$ cat src/rtl/obstacle_engine.sv
// Side-scrolling obstacle game core: bird position, scrolling pipes, scoring,
// collision detection, speed ramp and per-pixel bird/pipe masks.
module obstacle_engine #(
    parameter int unsigned N_PIPES   = 4,
    parameter int unsigned PIPE_W    = 30,
    parameter int unsigned GAP_H     = 120,
    parameter int unsigned GAP_STEP  = 40,
    parameter int unsigned SPACING   = 160,
    parameter int unsigned SCR_W     = 640,
    parameter int unsigned SCR_H     = 480,
    parameter int unsigned BIRD_X    = 50,
    parameter int unsigned BIRD_SZ   = 40,
    parameter int unsigned WIN_SCORE = 30,
    parameter int unsigned T_START   = 1000000,
    parameter int unsigned T_MIN     = 100000,
    parameter int unsigned T_STEP    = 10
) (
    input  logic       clk,
    input  logic       reset,
    input  logic       start,
    input  logic       up_key,
    input  logic       down_key,
    input  logic [9:0] hc,
    input  logic [9:0] vc,
    output logic [1:0] state,
    output logic [7:0] score,
    output logic [9:0] bird_y,
    output logic       bird_pix,
    output logic       pipe_pix,
    output logic       hit,
    output logic       move_tick
);

    typedef enum logic [1:0] {
        StIdle = 2'd0,
        StPlay = 2'd1,
        StDead = 2'd2,
        StWin  = 2'd3
    } state_e;

    // Geometry is carried in 11 bits so that sums like x + PIPE_W never wrap.
    localparam logic [10:0] ScrW     = 11'(SCR_W);
    localparam logic [10:0] PipeW    = 11'(PIPE_W);
    localparam logic [10:0] GapH     = 11'(GAP_H);
    localparam logic [10:0] GapStep  = 11'(GAP_STEP);
    localparam logic [10:0] GapMax   = 11'(SCR_H - GAP_H);
    localparam logic [10:0] BirdX    = 11'(BIRD_X);
    localparam logic [10:0] BirdSz   = 11'(BIRD_SZ);
    localparam logic [10:0] BirdMax  = 11'(SCR_H - BIRD_SZ);
    localparam logic [9:0]  BirdInit = 10'((SCR_H - BIRD_SZ) / 2);
    localparam logic [31:0] TStart   = 32'(T_START);
    localparam logic [31:0] TMin     = 32'(T_MIN);
    localparam logic [31:0] TStep    = 32'(T_STEP);
    localparam logic [8:0]  WinScore = 9'(WIN_SCORE);

    state_e               state_q;
    logic [10:0]          x_q   [N_PIPES];
    logic [10:0]          gap_q [N_PIPES];
    logic [N_PIPES-1:0]   passed_q;
    logic [9:0]           bird_q;
    logic [7:0]           score_q;
    logic [31:0]          period_q;
    logic [31:0]          cnt_q;
    logic [7:0]           lfsr_q;
    logic                 start_q;
    logic                 tick_q;
    logic                 bird_pix_q;
    logic                 pipe_pix_q;

    logic [10:0]          hc_w;
    logic [10:0]          vc_w;
    logic [10:0]          by_w;
    logic [7:0]           lfsr_next;
    logic [10:0]          gap_raw;
    logic [10:0]          gap_new;
    logic                 tick_now;
    logic [N_PIPES-1:0]   wrap;
    logic [N_PIPES-1:0]   pass_new;
    logic [N_PIPES-1:0]   overlap;
    logic [N_PIPES-1:0]   pipe_at_pix;
    logic [8:0]           score_sum;
    logic [7:0]           score_next;
    logic                 bird_at_pix;
    logic                 hit_now;
    logic                 start_rise;

    assign hc_w = {1'b0, hc};
    assign vc_w = {1'b0, vc};
    assign by_w = {1'b0, bird_q};

    // Random source for new gap positions and the current scroll-tick decision.
    always_comb begin
        lfsr_next = {1'b0, lfsr_q[7:1]} ^ (lfsr_q[0] ? 8'hB8 : 8'h00);
        gap_raw   = 11'(lfsr_q[2:0]) * GapStep;
        gap_new   = (gap_raw > GapMax) ? GapMax : gap_raw;
        tick_now  = (state_q == StPlay) && (cnt_q == period_q);
        start_rise = start && !start_q;
    end

    // Per-pipe wrap, pass, bird overlap and pixel-membership terms.
    always_comb begin
        wrap        = '0;
        pass_new    = '0;
        overlap     = '0;
        pipe_at_pix = '0;
        for (int i = 0; i < N_PIPES; i++) begin
            wrap[i]     = tick_now && (x_q[i] == 11'd0);
            // A pipe leaving the screen this tick is never counted as a pass.
            pass_new[i] = !passed_q[i] && !(tick_now && (x_q[i] == 11'd0)) &&
                          (x_q[i] <= BirdX);
            overlap[i]  = (x_q[i] < BirdX + BirdSz) && (x_q[i] + PipeW > BirdX) &&
                          ((by_w < gap_q[i]) || (by_w + BirdSz > gap_q[i] + GapH));
            pipe_at_pix[i] = (x_q[i] < hc_w) && (hc_w <= x_q[i] + PipeW) &&
                             ((vc_w < gap_q[i]) || (vc_w >= gap_q[i] + GapH));
        end
    end

    // Score after this cycle's new passes, plus collision and bird pixel terms.
    always_comb begin
        score_sum = {1'b0, score_q};
        for (int i = 0; i < N_PIPES; i++) begin
            score_sum = score_sum + 9'(pass_new[i]);
        end
        score_next  = score_sum[8] ? 8'hFF : score_sum[7:0];
        hit_now     = (state_q == StPlay) && ((|overlap) || (by_w == BirdMax));
        bird_at_pix = (hc_w >= BirdX) && (hc_w < BirdX + BirdSz) &&
                      (vc_w >= by_w) && (vc_w < by_w + BirdSz);
    end

    // Game FSM with all registered game state and outputs.
    always_ff @(posedge clk or negedge reset) begin
        if (!reset) begin
            state_q    <= StIdle;
            score_q    <= 8'd0;
            bird_q     <= BirdInit;
            passed_q   <= '0;
            period_q   <= TStart;
            cnt_q      <= 32'd0;
            lfsr_q     <= 8'hFF;
            start_q    <= 1'b0;
            tick_q     <= 1'b0;
            bird_pix_q <= 1'b0;
            pipe_pix_q <= 1'b0;
            for (int i = 0; i < N_PIPES; i++) begin
                x_q[i]   <= 11'(SCR_W + i * SPACING);
                gap_q[i] <= 11'd0;
            end
        end else begin
            lfsr_q     <= lfsr_next;
            start_q    <= start;
            tick_q     <= 1'b0;
            bird_pix_q <= (state_q != StIdle) && bird_at_pix;
            pipe_pix_q <= (state_q != StIdle) && (|pipe_at_pix);
            case (state_q)
                StIdle: begin
                    if (start) begin
                        state_q  <= StPlay;
                        score_q  <= 8'd0;
                        bird_q   <= BirdInit;
                        passed_q <= '0;
                        period_q <= TStart;
                        cnt_q    <= 32'd0;
                        for (int i = 0; i < N_PIPES; i++) begin
                            x_q[i]   <= 11'(SCR_W + i * SPACING);
                            gap_q[i] <= 11'd0;
                        end
                    end
                end
                StPlay: begin
                    // A collision freezes the world; death wins over a same-cycle win.
                    if (hit_now) begin
                        state_q <= StDead;
                    end else begin
                        score_q <= score_next;
                        if ({1'b0, score_next} >= WinScore) begin
                            state_q <= StWin;
                        end
                        if (tick_now) begin
                            cnt_q    <= 32'd0;
                            tick_q   <= 1'b1;
                            period_q <= (period_q >= TMin + TStep) ? period_q - TStep : TMin;
                            if (up_key) begin
                                if (bird_q != 10'd0) bird_q <= bird_q - 10'd1;
                            end else if (down_key) begin
                                if (by_w < BirdMax) bird_q <= bird_q + 10'd1;
                            end
                        end else begin
                            cnt_q <= cnt_q + 32'd1;
                        end
                        for (int i = 0; i < N_PIPES; i++) begin
                            if (wrap[i]) begin
                                x_q[i]      <= ScrW;
                                gap_q[i]    <= gap_new;
                                passed_q[i] <= 1'b0;
                            end else begin
                                if (tick_now) x_q[i] <= x_q[i] - 11'd1;
                                if (pass_new[i]) passed_q[i] <= 1'b1;
                            end
                        end
                    end
                end
                StDead, StWin: begin
                    if (start_rise) state_q <= StIdle;
                end
                default: state_q <= StIdle;
            endcase
        end
    end

    assign state     = state_q;
    assign score     = score_q;
    assign bird_y    = bird_q;
    assign bird_pix  = bird_pix_q;
    assign pipe_pix  = pipe_pix_q;
    assign hit       = hit_now;
    assign move_tick = tick_q;

endmodule

$ cat config.mk
export PLATFORM = sky130hd
export DESIGN_NAME = obstacle_engine
export DESIGN_NICKNAME = d
export VERILOG_FILES = /design/src/rtl/obstacle_engine.sv
export SDC_FILE = /design/constraint.sdc
export NUM_CORES = 1
export LEC_CHECK = 0
export ABC_AREA = 1
export BUFFER_PORTS_ARGS = -buffer_cell sky130_fd_sc_hd__buf_4
export CAP_MARGIN = 20
export CORE_ASPECT_RATIO = 0.8
export CORE_UTILIZATION = 45
export CTS_CLUSTER_SIZE = 16
export DETAILED_ROUTE_END_ITERATION = 16
export GPL_TIMING_DRIVEN = 0
export PLACE_DENSITY = 0.72
export RECOVER_POWER = 25
export SYNTH_ARGS = -nofsm -noshare
export SYNTH_HDL_FRONTEND = slang
export SYNTH_SLANG_ARGS = --single-unit
$ cat constraint.sdc
create_clock -name clk -period 4.9 [get_ports clk]
set_input_delay 0.735 -clock clk [delete_from_list [all_inputs] [get_ports clk]]
set_output_delay 0.735 -clock clk [all_outputs]
set_load 0.01 [all_outputs]
==> impl_metrics.tcl, run 1 <==
set metrics [dict create \
    nNetsFinal 2912 \
    cap_viol_max_count 1 \
    wl_per_cell_um 17.76 \
    multi_input_area_um2 11760 \
    path_buf_inv 4 \
    worst_slew_pin_slew_ns 3.544 \
    synth.most_common_cell "nand2_1" \
    post-route-period-util_pct 96.71 \
    synth-seq-cells 167 \
    netlist_top_cells_area "dfrtp_1 (19%), ha_1 (18%), nand2_1 (16%)" \
    grt_max_degree 97 \
    crit_family "simple AND/OR/NAND/NOR gates" \
    violations "capacitance limit, slew limit" \
    dp.cells 3104 \
    via_per_inst 5.595 \
    drt_iter0_drc 1598 \
    hold_viol_final 0 \
    vdd_drop_max_v 0.0003034 \
    track_usage_pct 28.57 \
    synth_edf_count 0 \
    whs_ns 0.3606 \
    p_clk_share_pct 15.4 \
    startpoint_type "flip-flop" \
    syn_area_per_cell_um2 6.823 \
    synth.distinct_cells 53 \
    worst-path-max-fanout 7 \
    antennaDiodeCount 0 \
    power.density_nw_per_um2 495.6 \
    setup_ws_ns 0.1610 \
    p_total_mw 9.582 \
    pin_count 49 \
    rsz0062_at_grt "false" \
    post-place-ws_ns -0.7567 \
    power_frac_comb_pct 63.8 \
    status "complete, but fails checks" \
    portBuffers 48 \
    nFillCells 3757 \
    core_um2 38200 \
    p_sw_share_pct 52.95 \
    synth_area_um2 17460 \
    finalInstanceArea_um2 19330 \
    ctsRootBufferMaster "clkbuf_16" \
    wl_um 55800 \
    dr.pass1.iters 5 \
    setup_tns_ns 0 \
    drc_errors 0 \
    die_h_um 178.2 \
    critical_path.slowest_cell "fa_1" \
    overflow 0 \
    syn_inst 2559 \
    rrSetupSlack_ns 0.16 \
    path_clk_slew_ns 0.07 \
    htree_levels 4 \
    hold_buffers 0 \
    areaGrowthSynthToFinish_pct 10.74 \
    dieArea_um2 39600 \
    synth_common_cells "nand2_1 (727), inv_1 (303), ha_1 (249), nand3_1 (238), nor2_1 (205)" \
    gp_congestion 0.9518 \
    switchingPower_mw 5.074 \
    rows 64 \
    initial_core_util_pct 45.71 \
    fin_cells 3142 \
    worstPathRequired_ns 5.30 \
    drive_gt1_share_pct 9.747 \
    hold_class "reg -> reg" \
    clk_path_buf_depth 2 \
    slowest_delay_ns 0.58 \
    vias 17580 \
    clock_skew_ns 0.01145 \
    crit_chain "inv_1 > ha_2 > nand2_1 > a31oi_2 > nand4_1 > fa_1 > inv_1 > fa_2 > fa_2 > nand2_2 > nor2_1 > inv_1 > nor2_1 > nand2_2 > inv_1 > or2_2 > nand4_1 > nand3_1 > nor2_4 > nand4_1 > nand2_1 > nand2_1 > nand2_1" \
    critPathKind "reg -> reg" \
    utilization_pct 50.62 \
    cts.sinks 167 \
    grt_pass1_vias 16603 \
    syn-num-nets 2837 \
    yosysTopAreaCellShare_pct 19.35 \
    internal_power_mw 4.509 \
    antenna_found_initial 0 \
    endpoint_kind "flip-flop" \
    dp_hpwl_um 42530 \
    synthArstFlopShare_pct 100.0 \
    cts_made_buffers 17 \
    crit_arrival_ns 5.14 \
    clk_latency_ns 0.46 \
    ff_latch_area_um2 4225 \
    max_freq_mhz 211.0 \
    seqPwrFrac_pct 20.9 \
    final_max_slew_viol_count 72 \
    placed_area_um2 18480 \
    slew_headroom_pct -136.3 \
    grt_pass1_wl_um 88750 \
    p_leak_nw 10.45 \
    setup_viol 0 \
    period_minus_slack_ns 4.739 \
    die_w_um 222.2 \
    drtAntennaViolNets 0 \
    synth-seq-area-share_pct 24.17 \
    yosysWarnings 0 \
    ys.flop_type "dfrtp_1" \
    cts_tree "done" \
    yosysTopAreaCell "dfrtp_1" \
]
-- cells in the final DEF, fill, tap and decap left out, types with 4 or more instances in the layout --
master / synthesis / layout
nor2_1: 205 / 200
or2_2: 8 / 8
inv_2: 11 / 16
o21bai_1: 6 / 6
buf_1: 4 / 4
buf_4: 8 / 69
clkbuf_16: 0 / 17
nand4_1: 87 / 87
buf_2: 32 / 32
clkbuf_2: 2 / 5
nor4_1: 17 / 17
nand2_1: 727 / 724
nand3_2: 11 / 20
nor3_1: 46 / 45
nor2_4: 6 / 8
nand2_2: 3 / 6
nor2_2: 4 / 7
ha_1: 249 / 247
dfrtp_1: 135 / 133
nand3_1: 238 / 229
a21oi_1: 99 / 99
o211ai_1: 9 / 9
nor3_2: 3 / 4
inv_1: 303 / 296
xnor2_1: 10 / 10
a31oi_1: 7 / 6
xor2_1: 104 / 102
nand3b_1: 17 / 17
a211oi_1: 9 / 9
clkbuf_1: 36 / 25
dfstp_2: 32 / 28
o21ai_0: 89 / 89
-- layout make-up --
type	count	area share, %
Timing Repair Buffer	65	2.621
Clock inverter	12	0.8672
Sequential cell	167	21.85
Multi-Input combinational cell	1992	60.83
Clock buffer	20	2.362
Buffer	77	2.136
Inverter	314	6.129
Tap cell	495	3.203
-- worst paths after layout --
check                           cells past startpoint       from     endpoint
max in group asynchronous                           1      reset      x_q[34]
worst max register to register                     23    x_q[13]     state[1]
worst max-delay path                               23    x_q[13]     state[1]
worst min register to register                      0  lfsr_q[7]    lfsr_q[6]
min in group asynchronous                           1      reset  period_q[7]
worst min-delay path                                0  lfsr_q[7]    lfsr_q[6]
-- registers in the layout (all words and copies together), names as in the netlist --
register   cells
lfsr_q         8
cnt_q         32
move_tick      1
state          2
x_q           44
bird_pix       1
passed_q       4
gap_q         24
start_q        1
pipe_pix       1
period_q      31
bird_y        10
score          8
-- routing by layer --
metal	track usage (%)	routed length (µm)	share of wire [%]	vias to the layer above
li1	-	-	-	8553
met1	38.73	25660	46	8267
met2	45.38	24330	44	656
met3	5.650	4207	7.5	104
met4	9.722	1610	2.9	0
met5	0	0	0	-
-- power by group through the flow --
stage / registers (mW) / clock network (mW) / logic (mW)
after floorplan: 1.90 / 0 / 3.97
after global placement: 2.00 / 0 / 5.55
after detailed placement: 2.01 / 0 / 5.74
after CTS: 1.99 / 1.49 / 5.87
after global routing: 2.02 / 1.54 / 6.76
final: 2.00 / 1.47 / 6.11
-- cells by family after synthesis --
group / share of synthesized area (%)
XOR/XNOR: 5.719
flip-flops: 24.17
AO/OA/AOI/OAI: 7.754
AND/OR/NAND/NOR: 34.83
buffers and inverters: 9.230
adder cells (fa/ha/maj): 18.30
-- timing repair --
action                     CTS  global route
hold endpoints to repair     0             0
pin swaps                    1             7
setup endpoints to repair    4             3
resized for setup           21            31
buffers inserted             8             7
Note: power is estimated with default switching activity, not from simulation.
==> run 2, diff against run 1 <==
Settings changed: ABC_AREA 1 to not set.
==> run 2 against run 1 <==
Effect of this change:
- the run still ends with capacitance limit, slew limit left
- critical endpoint is now hit
- non-clock buffer count increased by 3
- area after synthesis decreased by 12%
- global-route usage decreased by 0.44 points
- worst hold slack got worse by 0.011 ns
- sequential power decreased by 7%
- routed wire length decreased by 12%
- core utilization increased by 0.42 points
- maximum frequency decreased by 0.35%
- via count decreased by 15%
- first-iteration DRC count increased by 11%
==> impl_metrics.tcl, run 2 <==
set metrics [dict create \
    status "complete, but fails checks" \
    violations "capacitance limit, slew limit" \
    worst_slew_pin_slew_ns 2.985 \
    synth-seq-area-share_pct 27.34 \
    antenna_found_initial 1 \
    netlist_top_cells_area "dfrtp_1 (22%), ha_1 (20%), o21ai_0 (5.6%)" \
    syn_area_per_cell_um2 8.445 \
    synth_edf_count 0 \
    wl_um 49250 \
    synth-seq-cells 167 \
    p_sw_share_pct 47.16 \
    nNetsFinal 2189 \
    yosysTopAreaCell "dfrtp_1" \
    worstPathRequired_ns 4.16 \
    hold_class "reg -> reg" \
    dp_hpwl_um 37050 \
    met1_usage_pct 39.50 \
    core_um2 33710 \
    largest_reg_flops 44 \
    via_per_inst 6.322 \
    dieArea_um2 35040 \
    grt_pass1_vias 14077 \
    path_clk_slew_ns 0.07 \
    synthArstFlopShare_pct 100.0 \
    clk_path_buf_depth 2 \
    post-route-period-util_pct 97.06 \
    power.density_nw_per_um2 432.9 \
    grtUsageMet3_pct 7.896 \
    synth_area_um2 15430 \
    drive_gt1_share_pct 9.516 \
    wl_per_cell_um 20.89 \
    synth.distinct_cells 83 \
    mostFrequentLayoutCells "ha_1 (247), o21ai_0 (170), nor2_1 (140), dfrtp_1 (133), nand2_1 (115)" \
    initial_core_util_pct 45.78 \
    met2_usage_pct 42.03 \
    startpoint_type "flip-flop" \
    slew_headroom_pct -99.01 \
    portBuffers 48 \
    max_freq_mhz 210.3 \
    largest_register "x_q" \
    track_usage_pct 28.13 \
    dr.pass1.iters 8 \
    vias 14907 \
    grt_max_degree 120 \
    nFillCells 3115 \
    hold_buffers 0 \
    syn-num-nets 2105 \
    overflow 0 \
    cts_tree "done" \
    setup_viol 0 \
    worst-path-max-fanout 10 \
    die_w_um 209.0 \
    gp_congestion 0.9666 \
    ys.flop_type "dfrtp_1" \
    layout_commonest_cell "ha_1" \
    rsz0062_at_grt "true" \
    synth.most_common_cell "ha_1" \
    top_regs "x_q: 44 flops, cnt_q: 32 flops, period_q: 31 flops" \
    htree_levels 4 \
    cts.sinks 167 \
    cts_made_buffers 17 \
    grt_pass1_wl_um 77220 \
    vdd_drop_max_v 0.0002761 \
    clk_latency_ns 0.45 \
    drt_iter0_drc 1775 \
    critPathKind "reg -> out" \
    seqPwrFrac_pct 24.9 \
    yosysWarnings 0 \
    p_clk_share_pct 18.1 \
    drc_errors 0 \
    p_leak_nw 7.498 \
    areaGrowthSynthToFinish_pct 11.49 \
    grt_busiest_layer "met2" \
    final_max_slew_viol_count 49 \
    cap_viol_max_count 1 \
    internal_power_mw 3.935 \
    die_h_um 167.6 \
    synth_common_cells "ha_1 (249), o21ai_0 (172), nor2_1 (141), dfrtp_1 (135), nand2_1 (115)" \
    pin_count 49 \
    clock_skew_ns 0.01452 \
    endpoint_kind "output pin" \
    period_minus_slack_ns 4.756 \
    crit_arrival_ns 4.02 \
    rows 60 \
    p_total_mw 7.447 \
    yosysTopAreaCellShare_pct 21.89 \
    drtAntennaViolNets 0 \
    hold_viol_final 0 \
    utilization_pct 51.04 \
    switchingPower_mw 3.512 \
    ctsRootBufferMaster "clkbuf_16" \
    power_frac_comb_pct 57.0 \
    syn_inst 1827 \
]
[run 2: logic make-up (layout without fill, tap and decap cells)]
family | Yosys count | after routing | share of synthesized area [%]
AO/OA/AOI/OAI | 519 | 519 | 21.29
XOR/XNOR | 102 | 102 | 5.790
multiplexers | 10 | 10 | 0.6568
flip-flops | 167 | 167 | 27.34
adder cells (fa/ha/maj) | 253 | 253 | 20.71
buffers and inverters | 176 | 272 | 4.525
AND/OR/NAND/NOR | 600 | 600 | 19.69
other | 0 | 1 | 0
[run 2: layout make-up]
type	instances	area, µm²	share of cell area [%]
inverter	96	360.3	2.095
multi-input combinational	1484	10650	61.91
sequential	167	4233	24.61
timing repair buffer	66	505.5	2.938
clock buffer	20	456.7	2.655
clock inverter	11	113.9	0.6619
tap	434	543.0	3.157
buffer	79	337.8	1.964
antenna	1	2.502	0.01455
[run 2: metal layers]
| layer | share of wire, % | vias to the layer above |
|---|---|---|
| met2 | 42 | 723 |
| met3 | 10 | 109 |
| met1 | 45 | 7167 |
| met5 | 0 | - |
| met4 | 2.6 | 0 |
| li1 | - | 6908 |
[run 2: stage by stage]
stage	setup slack [ns]	area, µm²	std cells	setup TNS, ns	hold WS (ns)
finish	0.1442	17200	2358	0	0.3492
global route	-0.005126	17200	2357	-0.006778	0.3601
CTS	0.01799	17060	2346	0	0.1974
detailed placement	-0.8566	16370	2311	-20.48	0.3468
global placement	-0.8217	16330	2309	-19.66	0.3466
floorplan	0.7553	15430	1827	0	0.3452
[run 2: repair_timing]
action / in CTS / in global routing
endpoints found under the setup margin: 98 / 82
setup buffers: 4 / 12
pin swaps: 2 / 6
gates cloned: 0 / 0
gates resized for setup: 16 / 20
[run 2: final timing paths]
| check | cells after the start | from | end | slack [ns] |
|---|---|---|---|---|
| worst max-delay path | 14 | bird_y[3] | hit | 0.14 |
| worst min-delay path | 0 | lfsr_q[3] | lfsr_q[2] | 0.35 |
| worst max register to register | 15 | period_q[17] | state[1] | 0.17 |
| worst min register to register | 0 | lfsr_q[3] | lfsr_q[2] | 0.35 |
| max in group asynchronous | 1 | reset | x_q[25] | 1.93 |
| min in group asynchronous | 1 | reset | period_q[2] | 1.25 |
[run 2: power by group through the flow]
| stage | clock network (mW) | logic [mW] | registers (mW) |
|---|---|---|---|
| after global placement | 0 | 3.75 | 1.88 |
| final | 1.35 | 4.24 | 1.85 |
| after detailed placement | 0 | 3.89 | 1.88 |
| after floorplan | 0 | 2.73 | 1.80 |
| after global routing | 1.41 | 4.67 | 1.88 |
| after CTS | 1.36 | 4.04 | 1.86 |
[run 2: critical path, stage by stage, from the launching register on]
cell and delay [ns]:
dfstp_4 0.68, ha_2 0.22, o21ai_1 0.11, or3_4 0.39
xnor2_4 0.28, ha_4 0.26, nand3_1 0.10, nor3_1 0.06
a21oi_1 0.17, a21oi_2 0.11, nand4b_1 0.39, and4_4 0.32
buf_6 0.16, nor2_4 0.15, buf_4 0.15
